$ cat config.mk
export PLATFORM = sky130hd
export DESIGN_NAME = ucie_ctl_phy_sb_msg_interface_rx_dir
export DESIGN_NICKNAME = d
export VERILOG_FILES = /design/src/rtl/ucie_ctl_phy_sb_pkg.sv /design/src/rtl/ucie_ctl_sb_sync_fifo.sv /design/src/rtl/ucie_ctl_phy_sb_msg_interface_rx_dir.sv
export SDC_FILE = /design/constraint.sdc
export NUM_CORES = 1
export LEC_CHECK = 0
export ABC_AREA = 1
export CAP_MARGIN = 20
export CORE_AREA = 3 3 142 144
export DETAILED_ROUTE_END_ITERATION = 8
export DIE_AREA = 0 0 145 147
export PLACE_DENSITY = 0.56
export SLEW_MARGIN = 25
export SYNTH_ARGS = -nofsm -noshare
export SYNTH_HDL_FRONTEND = slang
export SYNTH_SLANG_ARGS = --single-unit
$ cat constraint.sdc
create_clock -name i_clk -period 9.7 [get_ports i_clk]
set_input_delay 2.425 -clock i_clk [delete_from_list [all_inputs] [get_ports i_clk]]
set_output_delay 2.425 -clock i_clk [all_outputs]
set_load 0.01 [all_outputs]
$ cat src/rtl/ucie_ctl_phy_sb_pkg.sv
// Shared types and defaults for the PHY sideband message RX path.
package ucie_ctl_phy_sb_pkg;

    typedef enum logic [1:0] {
        IDLE   = 2'd0,
        SEND   = 2'd1,
        NO_CRD = 2'd2
    } sb_rx_states_e;

    localparam int SB_NC_DEF    = 32;
    localparam int SB_DEPTH_DEF = 4;

endpackage

$ cat src/rtl/ucie_ctl_sb_sync_fifo.sv
// Single-clock FIFO with extra pointer MSB for full/empty; head is read combinationally.
module ucie_ctl_sb_sync_fifo
    import ucie_ctl_phy_sb_pkg::*;
#(
    parameter int NC    = SB_NC_DEF,
    parameter int DEPTH = SB_DEPTH_DEF
) (
    input  logic          i_clk,
    input  logic          i_rst,
    input  logic          i_push,
    input  logic [NC-1:0] i_din,
    input  logic          i_pop,
    output logic [NC-1:0] o_dout,
    output logic          o_full,
    output logic          o_empty
);

    localparam int AW = $clog2(DEPTH);

    logic [AW:0]   wr_ptr_q, wr_ptr_d;
    logic [AW:0]   rd_ptr_q, rd_ptr_d;
    logic [NC-1:0] mem_q [DEPTH];
    logic          wr_en;
    logic          rd_en;

    always_comb begin
        o_empty  = (wr_ptr_q == rd_ptr_q);
        o_full   = (wr_ptr_q[AW] != rd_ptr_q[AW]) &&
                   (wr_ptr_q[AW-1:0] == rd_ptr_q[AW-1:0]);
        rd_en    = i_pop && !o_empty;
        // A full FIFO still takes a word when the head leaves in the same cycle.
        wr_en    = i_push && (!o_full || rd_en);
        wr_ptr_d = wr_ptr_q + {{AW{1'b0}}, wr_en};
        rd_ptr_d = rd_ptr_q + {{AW{1'b0}}, rd_en};
    end

    always_ff @(posedge i_clk) begin
        if (i_rst) begin
            wr_ptr_q <= '0;
            rd_ptr_q <= '0;
        end else begin
            wr_ptr_q <= wr_ptr_d;
            rd_ptr_q <= rd_ptr_d;
        end
    end

    always_ff @(posedge i_clk) begin
        if (wr_en) begin
            mem_q[wr_ptr_q[AW-1:0]] <= i_din;
        end
    end

    assign o_dout = mem_q[rd_ptr_q[AW-1:0]];

endmodule

$ cat src/rtl/ucie_ctl_phy_sb_msg_interface_rx_dir.sv
// Sideband RX: buffers received words and forwards them to the Adapter on the
// RDI config channel under credit-based flow control.
module ucie_ctl_phy_sb_msg_interface_rx_dir
    import ucie_ctl_phy_sb_pkg::*;
#(
    parameter int NC       = SB_NC_DEF,
    parameter int DEPTH    = SB_DEPTH_DEF,
    parameter int CRD_INIT = 4,
    parameter int CRD_MAX  = 8
) (
    input  logic          i_clk,
    input  logic          i_rst,
    input  logic          i_sb_data_valid,
    input  logic [NC-1:0] i_sb_data,
    input  logic          i_lp_cfg_crd,
    output logic          o_pl_cfg_valid,
    output logic [NC-1:0] o_pl_cfg,
    output logic          o_sb_rx_overflow,
    output logic          o_crd_err,
    output logic          o_fifo_empty
);

    localparam int            CW         = $clog2(CRD_MAX + 1);
    localparam logic [CW-1:0] CRD_INIT_V = CW'(CRD_INIT);
    localparam logic [CW-1:0] CRD_MAX_V  = CW'(CRD_MAX);

    sb_rx_states_e state_q, state_d;
    logic [CW-1:0] crd_cnt_q, crd_cnt_d;
    logic          cfg_valid_q, cfg_valid_d;
    logic [NC-1:0] cfg_q, cfg_d;
    logic          ovf_q, ovf_d;
    logic          crd_err_q, crd_err_d;

    logic [NC-1:0] fifo_dout;
    logic          fifo_full;
    logic          fifo_empty;
    logic          push;
    logic          pop;

    ucie_ctl_sb_sync_fifo #(
        .NC    (NC),
        .DEPTH (DEPTH)
    ) u_fifo (
        .i_clk   (i_clk),
        .i_rst   (i_rst),
        .i_push  (push),
        .i_din   (i_sb_data),
        .i_pop   (pop),
        .o_dout  (fifo_dout),
        .o_full  (fifo_full),
        .o_empty (fifo_empty)
    );

    // SEND is only ever held with a nonzero credit count, so this equals
    // "FIFO not empty and credit available".
    always_comb begin
        pop  = (state_q == SEND) && !fifo_empty;
        push = i_sb_data_valid && (!fifo_full || pop);
    end

    always_comb begin
        crd_cnt_d   = crd_cnt_q;
        crd_err_d   = crd_err_q;
        ovf_d       = ovf_q;
        cfg_valid_d = pop;
        cfg_d       = pop ? fifo_dout : '0;
        unique case ({pop, i_lp_cfg_crd})
            2'b10: crd_cnt_d = crd_cnt_q - CW'(1);
            2'b01: begin
                if (crd_cnt_q == CRD_MAX_V) begin
                    crd_err_d = 1'b1;
                end else begin
                    crd_cnt_d = crd_cnt_q + CW'(1);
                end
            end
            default: crd_cnt_d = crd_cnt_q;
        endcase
        if (i_sb_data_valid && !push) begin
            ovf_d = 1'b1;
        end
    end

    // Transitions look at the next credit count so SEND/NO_CRD always match
    // the registered counter in the following cycle.
    always_comb begin
        state_d = state_q;
        unique case (state_q)
            IDLE: begin
                if (push) begin
                    state_d = (crd_cnt_d != '0) ? SEND : NO_CRD;
                end
            end
            SEND: begin
                if (fifo_empty && !push) begin
                    state_d = IDLE;
                end else if (crd_cnt_d == '0) begin
                    state_d = NO_CRD;
                end
            end
            NO_CRD: begin
                if (fifo_empty && !push) begin
                    state_d = IDLE;
                end else if (crd_cnt_d != '0) begin
                    state_d = SEND;
                end
            end
            default: state_d = IDLE;
        endcase
    end

    always_ff @(posedge i_clk) begin
        if (i_rst) begin
            state_q     <= IDLE;
            crd_cnt_q   <= CRD_INIT_V;
            cfg_valid_q <= 1'b0;
            cfg_q       <= '0;
            ovf_q       <= 1'b0;
            crd_err_q   <= 1'b0;
        end else begin
            state_q     <= state_d;
            crd_cnt_q   <= crd_cnt_d;
            cfg_valid_q <= cfg_valid_d;
            cfg_q       <= cfg_d;
            ovf_q       <= ovf_d;
            crd_err_q   <= crd_err_d;
        end
    end

    assign o_pl_cfg_valid   = cfg_valid_q;
    assign o_pl_cfg         = cfg_q;
    assign o_sb_rx_overflow = ovf_q;
    assign o_crd_err        = crd_err_q;
    assign o_fifo_empty     = fifo_empty;

endmodule

## Word level (Yosys, flattened, before mapping)

Memories as Yosys holds them, arrays and structs flattened. A register that Yosys moved wholly into a read port is not among the register bits.
Cells that the tools add are included.

- Bitwise operators: 1
- Divide/modulo/power cells: 0
- Shift-type cells: 0
- $mul: 0
- Equality and inequality tests: 11
- Muxes and demuxes: 11
- $lt $le $gt $ge: 0
- $add $sub $neg: 4
- Reduce and logical (&&, ||, !) cells: 18

Operator list:

| kind | count |
|---|---|
| $mux W2 | 6 |
| $pmux W4 S2 | 1 |
| $logic_and A1 B1 Y1 | 7 |
| $add A3 B1 Y3 | 2 |
| $pmux W2 S3 | 1 |
| $add A4 B1 Y4 const B | 1 |
| $eq A2 B1 Y1 const B | 2 |
| $eq A2 B2 Y1 const B | 2 |
| $eq A4 B4 Y1 const B | 1 |
| $logic_not A4 Y1 | 1 |
| $mux W4 | 1 |
| $reduce_bool A4 Y1 | 1 |
| $sub A4 B1 Y4 const B | 1 |
| $eq A3 B3 Y1 | 1 |
| $logic_not A1 Y1 | 3 |
| $ne A3 B1 Y1 const B | 1 |
| $ne A3 B3 Y1 const B | 1 |
| $reduce_and A3 Y1 | 1 |
| $eq A2 B2 Y1 | 1 |
| $logic_not A2 Y1 | 1 |
| $logic_or A1 B1 Y1 | 2 |
| $mux W1 | 2 |
| $ne A2 B2 Y1 const B | 1 |
| $reduce_and A2 Y1 | 1 |
| other kinds (3) | 3 |

- Word-level logic and storage cells: 53
- Bits in registers: 15
- Bits in latches: 0
- Input port bits: 36
- Memory bits (writable): 128
- Bits in read-only memories: 0
- Memories: 1

Memory list:

| name | words | width | rd ports | clocked after memory_dff | write ports | RTL line | RTL |
|---|---|---|---|---|---|---|---|
| u_fifo.mem_q | 4 | 32 | 1 | 1 | 1 | ucie_ctl_sb_sync_fifo.sv:22 | `logic [NC-1:0] mem_q [DEPTH];` |

## Logic depth before layout (Yosys ltp)

- Depth after elaboration: 9
- Depth in mapped cells: 16

## Hierarchy

Synthesis repeated with hierarchy kept, for this count alone.

- Cell total of the unflattened synthesis: 553
- Area total of the unflattened synthesis: 6,623.9 um^2

By module, submodules not included:

| module | instances | cells each | area an instance (um^2) | seq. area each (um^2) |
|---|---|---|---|---|
| ucie_ctl_sb_sync_fifo | 1 | 359 | 5,099.9 | 3,963.8 |
| ucie_ctl_phy_sb_msg_interface_rx_dir | 1 | 194 | 1,524.0 | 820.8 |

## Worst setup path before layout

No wires, ideal clock.

- Path type: input port to flip-flop
- Start point: in i_sb_data_valid
- End point: mem u_fifo.mem_q[2][0] (netlist bit) (enable)
- Data required time: 9,239 ps
- Library setup time: 461 ps
- Slack: 4,488 ps
- Cell stages on the path: 2
- Arrival time: 4,750 ps
- Cells stage by stage: nand2_1 > nor3_1

- Cells in the longest elaborated chain, start to end: 4

Ends and longest elaborated chain:

| element | RTL line | RTL |
|---|---|---|
| from (decl) | ucie_ctl_phy_sb_msg_interface_rx_dir.sv:13 | `input logic i_sb_data_valid,` |
| $logic_and A1 B1 Y1 | ucie_ctl_phy_sb_msg_interface_rx_dir.sv:58 | `push = i_sb_data_valid && (!fifo_full \|\| pop);` |
| $logic_and A1 B1 Y1 | ucie_ctl_sb_sync_fifo.sv:32 | `wr_en = i_push && (!o_full \|\| rd_en);` |
| $mux W1 | ucie_ctl_sb_sync_fifo.sv:48 | `if (wr_en) begin` |
| $mux W1 (implied by the code) | ucie_ctl_sb_sync_fifo.sv:49 | `mem_q[wr_ptr_q[AW-1:0]] <= i_din;` |
| to (decl) | ucie_ctl_sb_sync_fifo.sv:22 |  |

No other way between the ends.

## Worst setup path after layout

- Start point: reg u_fifo.rd_ptr_q[1]
- End point: out o_fifo_empty

- Cells in the longest elaborated chain, start to end: 1

Ends and longest elaborated chain:

| element | RTL line | RTL |
|---|---|---|
| from (decl) | ucie_ctl_sb_sync_fifo.sv:21 | `logic [AW:0] rd_ptr_q, rd_ptr_d;` |
| from (signal assigned) | ucie_ctl_sb_sync_fifo.sv:43 | `rd_ptr_q <= rd_ptr_d;` |
| $eq A3 B3 Y1 | ucie_ctl_sb_sync_fifo.sv:27 | `o_empty = (wr_ptr_q == rd_ptr_q);` |
| to (decl) | ucie_ctl_phy_sb_msg_interface_rx_dir.sv:20 | `output logic o_fifo_empty` |

No other way between the ends.

==> flow_metrics.py <==
metrics = {
    "global_routing": {
        "first_global_vias": 3949,
        "grt_pass1_wl_um": 20500,
        "grt_start_max_net_pins": 67,
        "track_usage_pct": 12.4,
        "antenna_found_initial": 0,
        "overflow": 0,
    },
    "detailed_routing": {
        "wl_per_cell_um": 14.7,
        "drt-total-wl_um": 12900,
        "top_layer": "met4",
        "drt-met1-wl_um": 5680,
        "initialDrtViolationCount": 209,
        "drtPass1Iterations": 5,
        "wl_met3_um": 671,
        "wl_met2_um": 6350,
        "ant_nets": 0,
        "drc_errors": 0,
        "vias_per_cell": 4.51,
        "vias": 3956,
    },
    "floorplan": {
        "initial_core_util_pct": 35.1,
        "io_pins": 72,
        "core_area_mm2": 0.0188,
        "die_area_mm2": 0.0213,
        "dieHeight_um": 147,
        "die_x_um": 145,
        "rows": 50,
    },
    "cts": {
        "clkTransAtPathRegs_ns": 0.06,
        "cts_inserted_buffers": 17,
        "cts_buffer_depth": 2,
        "root_buffer": "clkbuf_16",
        "clkLatencyLatePin_ns": 0.42,
        "cts_setup_buffers": 0,
        "clock_sinks": 175,
        "cts_tree": "yes",
        "ctsHoldBuffers": 0,
        "h-tree-depth": 4,
        "ctsResizeCount": 0,
    },
    "hold_path": {
        "hold_path.startpoint": "o_sb_rx_overflow$_SDFFE_PP0P_",
        "hold_class": "register to register",
        "worst_hold_path.endpoint": "o_sb_rx_overflow$_SDFFE_PP0P_",
        "holdPathStages": 1,
    },
    "sta": {
        "fin_skew_ns": 0.00735,
        "period_share_pct": 48.2,
        "hold-worst-slack_ns": 0.469,
        "finalSetupViolations": 0,
        "setup_ws_ns": 5.03,
        "fin_tns_setup_ns": 0,
        "fmax_mhz": 214,
        "worstMarginPinSlew_ns": 0.959,
        "slew_headroom_pct": 36.0,
        "drv_slew": 0,
        "rsz0062_at_grt": "no",
        "finalWorstPathRequiredPeriod_ns": 4.67,
        "finalHoldViolations": 0,
    },
    "critical_path": {
        "cp_top_family": "flip-flops",
        "worst-path-buf-inv": 1,
        "r2r_end": "state_q[0]$_SDFFE_PP0P_",
        "ff2ff_setup_slack_ns": 6.83,
        "crit_chain": "xnor2_2, nand2_2, nor2_4, clkdlybuf4s50_1",
        "critPathSlowestCell": "dfxtp_2",
        "arrival_ns": 2.25,
        "required_ns": 7.28,
        "ff2ff_path_depth": 15,
        "cp-end-kind": "primary output",
        "cpPeakStageDelay_ns": 0.86,
        "cp_max_fo": 35,
        "path_class": "register to primary output",
        "rr_startpoint": "u_fifo.rd_ptr_q[1]$_SDFF_PP0_",
        "setup.worst_path.start_class": "register",
    },
    "logic_synthesis": {
        "synth_edf_count": 128,
        "synth_cells": 532,
        "synthTopCellsByArea": "edfxtp_1, dfxtp_1, nor2_1",
        "syn_area_per_cell_um2": 12.4,
        "yosys_warnings": 0,
        "yosysSeqAreaShare_pct": 72.5,
        "synth-seq-cells": 175,
        "synth_commonest_cells": "nor2_1, edfxtp_1, o21ai_0",
        "synthArstFlopShare_pct": 0,
        "syn_area_mm2": 0.00660,
        "synth_ff_type": "edfxtp_1",
        "yosysMostFrequentCell": "nor2_1",
        "syn-num-nets": 576,
        "ys_types": 32,
        "synth_top_area_share_pct": 58.2,
        "synth.largest_area_cell": "edfxtp_1",
    },
    "placed_design": {
        "portBuffers": 71,
        "place_ws_ns": 4.85,
        "place_congestion": 0.786,
        "placed_area_mm2": 0.00759,
        "hpwl_um": 7800,
    },
    "final_layout": {
        "synthToLayoutAreaGrowth_pct": 22.8,
        "drive_gt1_share_pct": 12.8,
        "insertedDiodeCount": 0,
        "final_area_mm2": 0.00811,
        "multi_input_comb_area_mm2": 0.00162,
        "regArea_mm2": 0.00479,
        "nets": 649,
        "fin_util_pct": 43.0,
        "fillCellCount": 1732,
    },
    "power_and_ir_drop": {
        "ir_drop_mv": 0.124,
        "p_per_area_mw_per_mm2": 217,
        "p_leak_nw": 2.83,
    },
    "run": {
        "drv_cap": 0,
    },
    "run_status": {
        "run_status": "finished, final reports clean",
    },
}
==> logic make-up after synthesis <==
group / share of synthesized area, %
simple gates: 11.5
flops: 72.5
compound gates: 9.99
buf+inv: 3.53
fa+ha+maj: 1.52
xor+xnor: 1.02
==> cell type report <==
class / instances / area share [%]
Clock buffer: 22 / 5.60
Clock inverter: 10 / 0.571
Inverter: 28 / 1.33
Multi-Input combinational cell: 305 / 20.0
Sequential cell: 175 / 59.1
Tap cell: 260 / 4.01
Timing Repair Buffer: 78 / 9.42
==> how the worst max path moves through the flow <==
stage | from | to | cells past startpoint | slack [ns]
2_1_floorplan | i_sb_data_valid | u_fifo.mem_q[2][0]$_DFFE_PP_ | 2 | 4.49
3_3_place_gp | i_sb_data_valid | u_fifo.mem_q[3][15]$_DFFE_PP_ | 4 | 4.91
3_5_place_dp | i_sb_data_valid | u_fifo.mem_q[3][15]$_DFFE_PP_ | 4 | 4.85
4_1_cts | u_fifo.rd_ptr_q[1]$_SDFF_PP0_ | o_fifo_empty | 4 | 4.94
5_1_grt | u_fifo.rd_ptr_q[1]$_SDFF_PP0_ | o_fifo_empty | 4 | 4.86
6_report | u_fifo.rd_ptr_q[1]$_SDFF_PP0_ | o_fifo_empty | 4 | 5.03
==> through the flow <==
stage               std cells  total power [mW]
floorplan                 532              1.09
global placement          846              1.18
detailed placement        846              1.19
CTS                       878              1.78
global route              878              1.85
finish                    878              1.76
==> layer usage <==
layer,global-route usage [%],vias to the layer above
li1,-,1979
met1,15.4,1867
met2,20.5,98
met3,3.39,12
met4,5.56,0
met5,0,-
==> cells in the final DEF (no fill, tap or decap), types with 2 or more instances in the layout <==
cell and count:
nor2_2 2, inv_1 24, nand2_1 19, inv_2 3
clkdlybuf4s50_1 71, nand3_1 9, a21oi_1 5, nor2_1 143
o21a_1 2, clkinv_1 5, clkbuf_1 4, buf_4 7
clkinv_2 4, xnor2_1 4, dfxtp_2 2, edfxtp_1 128
o21ai_0 60, o21ai_1 8, nor3_4 3, a21oi_2 30
dfxtp_1 45, nand4_1 2, clkbuf_16 17, ha_1 8
==> state kept, by name (all words and copies together) (netlist names), 2 cells and up <==
name and flops:
u_fifo.mem_q 128, o_pl_cfg 32, crd_cnt_q 4, u_fifo.rd_ptr_q 3, u_fifo.wr_ptr_q 3, state_q 2
==> report_power, final <==
part / switching (mW) / total (mW) / internal (mW)
clock network: 0.256 / 0.583 / 0.327
logic: 0.191 / 0.296 / 0.105
registers: 0.0233 / 0.878 / 0.854
Power figures use the tool's default switching activity.
